===== config.mk =====
export PLATFORM = sky130hd
export DESIGN_NAME = riscv_test_monitor
export DESIGN_NICKNAME = d
export VERILOG_FILES = /design/src/rtl/riscv_test_monitor_pkg.sv /design/src/rtl/sat_counter.sv /design/src/rtl/riscv_test_monitor.sv
export SDC_FILE = /design/constraint.sdc
export NUM_CORES = 1
export LEC_CHECK = 0
export CORE_MARGIN = 3
export CORE_UTILIZATION = 48
export DETAILED_ROUTE_END_ITERATION = 12
export PLACE_DENSITY = 0.89
export SETUP_SLACK_MARGIN = 0.1
export SYNTH_ARGS = -nofsm -noshare
export SYNTH_HDL_FRONTEND = slang
export SYNTH_HIERARCHICAL = 1
export SYNTH_SLANG_ARGS = --single-unit

===== constraint.sdc =====
create_clock -name clk -period 3.45 [get_ports clk]
set_clock_uncertainty 0.05 [all_clocks]
set_input_delay 0.8625 -clock clk [delete_from_list [all_inputs] [get_ports clk]]
set_output_delay 0.8625 -clock clk [all_outputs]
set_load 0.03 [all_outputs]

===== src/rtl/riscv_test_monitor_pkg.sv =====
// Shared encodings for the riscv-tests monitor: FSM state codes and the default tohost address.
package riscv_test_monitor_pkg;

  typedef enum logic [2:0] {
    ST_HOLD    = 3'd0,
    ST_RUN     = 3'd1,
    ST_PASS    = 3'd2,
    ST_FAIL    = 3'd3,
    ST_TIMEOUT = 3'd4
  } mon_state_e;

  localparam logic [31:0] TOHOST_ADDR_DFLT = 32'h0000_1000;

endpackage


===== src/rtl/sat_counter.sv =====
// Up-counter with synchronous clear and enable; holds at all-ones instead of wrapping.
module sat_counter #(
  parameter int W = 8
) (
  input  logic         clk,
  input  logic         clr,
  input  logic         en,
  output logic [W-1:0] q
);

  always_ff @(posedge clk) begin
    if (clr)
      q <= '0;
    else if (en && (q != {W{1'b1}}))
      q <= q + W'(1);
  end

endmodule


===== src/rtl/riscv_test_monitor.sv =====
// Reset sequencer and tohost pass/fail/timeout monitor for riscv-tests runs.
// Optional MONITOR_RETIRE_CNT_EN adds a retire_count output counting retires in RUN.
module riscv_test_monitor
  import riscv_test_monitor_pkg::*;
#(
  parameter int                XLEN         = 32,
  parameter int                ADDR_W       = 32,
  parameter logic [ADDR_W-1:0] TOHOST_ADDR  = ADDR_W'(TOHOST_ADDR_DFLT),
  parameter int                RESET_CYCLES = 2,
  parameter int                MAX_CYCLES   = 5000,
  parameter int                CNT_W        = 32
) (
  input  logic              clk,
  input  logic              rst,
  input  logic              mem_we,
  input  logic [ADDR_W-1:0] mem_addr,
  input  logic [XLEN-1:0]   mem_wdata,
  input  logic              retire,
  output logic              core_rst,
  output logic              done,
  output logic              pass,
  output logic              fail,
  output logic              timeout,
  output logic [XLEN-2:0]   fail_code,
  output logic [CNT_W-1:0]  cycle_count
`ifdef MONITOR_RETIRE_CNT_EN
  ,
  output logic [CNT_W-1:0]  retire_count
`endif
);

  localparam int HOLD_W = $clog2(RESET_CYCLES) + 1;

  mon_state_e        state, state_nx;
  logic [HOLD_W-1:0] hold_q;
  logic              in_hold, in_run, hit, hit_pass, hit_fail, at_limit;

  assign in_hold  = (state == ST_HOLD);
  assign in_run   = (state == ST_RUN);
  assign hit      = in_run && mem_we && (mem_addr == TOHOST_ADDR);
  assign hit_pass = hit && (mem_wdata == XLEN'(1));
  assign hit_fail = hit && mem_wdata[0] && (mem_wdata != XLEN'(1));
  assign at_limit = (cycle_count == CNT_W'(MAX_CYCLES - 1));

  sat_counter #(.W(HOLD_W)) u_hold (
    .clk (clk),
    .clr (rst),
    .en  (in_hold),
    .q   (hold_q)
  );

  // The increment on the verdict edge is kept, so a hit at run cycle N reads back N+1.
  sat_counter #(.W(CNT_W)) u_cycle (
    .clk (clk),
    .clr (rst),
    .en  (in_run),
    .q   (cycle_count)
  );

`ifdef MONITOR_RETIRE_CNT_EN
  sat_counter #(.W(CNT_W)) u_retire (
    .clk (clk),
    .clr (rst),
    .en  (in_run && retire),
    .q   (retire_count)
  );
`else
  logic unused_retire;
  assign unused_retire = retire;
`endif

  always_ff @(posedge clk) begin
    if (rst) state <= ST_HOLD;
    else     state <= state_nx;
  end

  // A verdict-producing hit outranks the timeout boundary on the same cycle.
  always_comb begin
    state_nx = state;
    case (state)
      ST_HOLD: if (hold_q == HOLD_W'(RESET_CYCLES - 1)) state_nx = ST_RUN;
      ST_RUN: begin
        if (hit_pass)      state_nx = ST_PASS;
        else if (hit_fail) state_nx = ST_FAIL;
        else if (at_limit) state_nx = ST_TIMEOUT;
      end
      default: state_nx = state;
    endcase
  end

  always_ff @(posedge clk) begin
    if (rst) begin
      core_rst  <= 1'b1;
      done      <= 1'b0;
      pass      <= 1'b0;
      fail      <= 1'b0;
      timeout   <= 1'b0;
      fail_code <= '0;
    end else begin
      core_rst <= (state_nx != ST_RUN);
      done     <= (state_nx == ST_PASS) || (state_nx == ST_FAIL) || (state_nx == ST_TIMEOUT);
      pass     <= (state_nx == ST_PASS);
      fail     <= (state_nx == ST_FAIL);
      timeout  <= (state_nx == ST_TIMEOUT);
      if (in_run && hit_fail) fail_code <= mem_wdata[XLEN-1:1];
    end
  end

endmodule


==> flow_summary.yaml <==
run_status:
  outcome: "finished clean"
route:
  final_antenna_net_count: 0
  drc: 0
  viasPerCell: 6.17
  dr.pass1.iters: 5
  routed_wirelength_mm: 11.0
  drt-initial-drc-count: 284
  via_count: 4012
  wl_per_cell_um: 17.0
placement:
  dpl.hpwl_mm: 7.97
  gp_congestion: 0.852
  numPortBuffers: 134
global_routing:
  gr-usage-all-layers: 0.256
  grt-ovfl-total: 0
  grt_max_degree: 50
  grt_pass1_wl_mm: 18.0
  grt_pass1_vias: 3833
  antenna_found_initial: 0
clocking:
  clock_path_buffers: 2
  path_clk_slew_ps: 80
  cts-buffers-inserted: 9
  cts.sink_count: 73
  cts_max_level: 3
  cts_tree: "yes"
  ctsResizeCount: 0
  cts_hold_buf: 0
  clk_latency_ps: 340
  postCtsSetupBuffers: 0
  cts_root_buf: "clkbuf_8"
worst_setup_path:
  cp-start-kind: "primary input"
  critical_path_class: "primary input to flop"
  required_ps: 3630
  end_kind: "flop"
  worst-path-buf-inv: 1
  crit_family: "simple AND/OR/NAND/NOR gates"
  slowest_delay_ps: 510
  worst_ep_arrival_time_ps: 2850
  cp_cell_sequence: "clkdlybuf4s50_1, nor4b_1, and4_1, or4b_1, and3_4, o211a_1"
  critPathMaxFanout: 5
  critPathSlowestCell: "or4b_1"
floorplanning:
  design.die.area_um2: 8530
  start_util: 0.510
  design.core.area_um2: 7020
  fp-row-count: 30
  die_height_um: 92.4
  pin_count: 136
  die_w_um: 92.4
final_layout:
  nNetsFinal: 619
  drive_gt1_frac: 0.0740
  antenna_cells: 0
  fillCellCount: 529
  mostFrequentLayoutCell: "clkdlybuf4s50_1"
  final_cell_mix: "clkdlybuf4s50_1 (133), dfxtp_1 (73), a21oi_1 (55), nand3_1 (45), o21ai_0 (40)"
  area_growth_pct: 44.8
synth:
  synth.distinct_cells: 55
  yosysTopAreaCellShare: 0.408
  yosysTopAreaCell: "dfxtp_1"
  synth-edff-count: 0
  yosys_warnings: 6
  synthArstFlopShare: 0
  synth_area_per_cell_um2: 8.43
  ys_ff_latch: 73
  syn_inst: 425
  ys_seq_area_frac: 0.408
  synth_fp_nets: 495
  synth_top_flop_cell: "dfxtp_1"
  synth_area_leaders: "dfxtp_1 (41%), a21oi_1 (7.7%), nand3_1 (6.3%)"
  synth_area_um2: 3580
timing:
  maxSlewViolCount: 0
  setup_tns_ps: 0
  fin_crit_ps: 2670
  max_slew_margin: 0.414
  post-route-period-util: 0.774
  finalHoldViolCount: 0
  fmax_mhz: 375
  whs_ps: 428
  rsz0062_at_grt: "no"
  setup_viol: 0
  tightestPinTransition_ps: 879
run:
  max-cap-violations: 0
worst_hold_path:
  hp-class: "flop to flop"
pwr:
  ir_drop_uv: 275
  p_leak_nw: 1.63
  p_per_area_nw_per_um2: 363
## area by class of cell
cell class              instances  area [µm²]  area share
clock inverters                 3        47.5     0.00917
inverters                       4        15.0     0.00290
flip-flops and latches         73        1460       0.282
multi-input cells             319        1970       0.380
repair buffers                142        1410       0.272
clock buffers                  13         159      0.0307
well taps                      96         120      0.0232
## layer usage
metal  routed length [µm]  global-route usage  vias up
li1                     -                   -     1884
met1                 4500               0.319     1936
met2                 5680               0.451      179
met3                  692              0.0496       13
met4                  170              0.0693        0
met5                    0                   0        -
## worst reg2reg max path, stage by stage (launching register included)
cell,delay [ps]
dfxtp_1,380
nor3b_4,220
nand4_1,410
nor4_2,680
nand4_1,160
nor4_1,290
mux2_2,370
## kinds of logic after synthesis
kind of cell | count (synthesis) | synth area share
AO/OA/AOI/OAI | 120 | 0.193
XOR/XNOR | 7 | 0.0171
adder cells (fa/ha/maj) | 2 | 0.00699
buffers and inverters | 33 | 0.0430
flip-flops | 73 | 0.408
multiplexers | 5 | 0.0161
AND/OR/NAND/NOR | 185 | 0.316
## registers in the layout, summed over array words and instances (netlist names)
register   count
u_hold/q       2
fail           1
pass           1
core_rst       1
u_cycle/q     32
state          3
done           1
timeout        1
fail_code     31
## power by group
| group | switching [mW] | internal, mW |
|---|---|---|
| combinational | 0.130 | 0.160 |
| clock | 0.318 | 0.379 |
| sequential | 0.0264 | 0.868 |
## Yosys cell counts, drive strengths merged (7+ instances only)
master and n:
dfxtp 73, a21oi 55, nand3 46, o21ai 40
nor2 22, clkbuf 21, nor4 21, nand4 17
nand2 12, o31ai 12, or4 12, or3 11
buf 8, and4 7
## stage by stage
step	instances	utilization	cell area (µm²)	setup WS, ps	power, mW
after floorplan	425	-	3580	1030	1.06
after global placement	634	0.709	4980	484	1.19
after detailed placement	634	0.709	4980	435	1.20
after CTS	650	0.739	5180	793	1.89
after global routing	650	0.739	5180	664	1.96
final	650	0.739	5180	780	1.88
## path summary, 6_finish.rpt
path / slack, ps / cells after the start / startpoint / end
worst max register to register: 780 / 6 / state[2] / u_cycle/q[31]
worst min register to register: 430 / 2 / fail_code[14] / fail_code[14]
worst min-delay path: 430 / 2 / fail_code[14] / fail_code[14]
worst max-delay path: 780 / 6 / mem_addr[1] / timeout
Power figures use the tool's default switching activity.
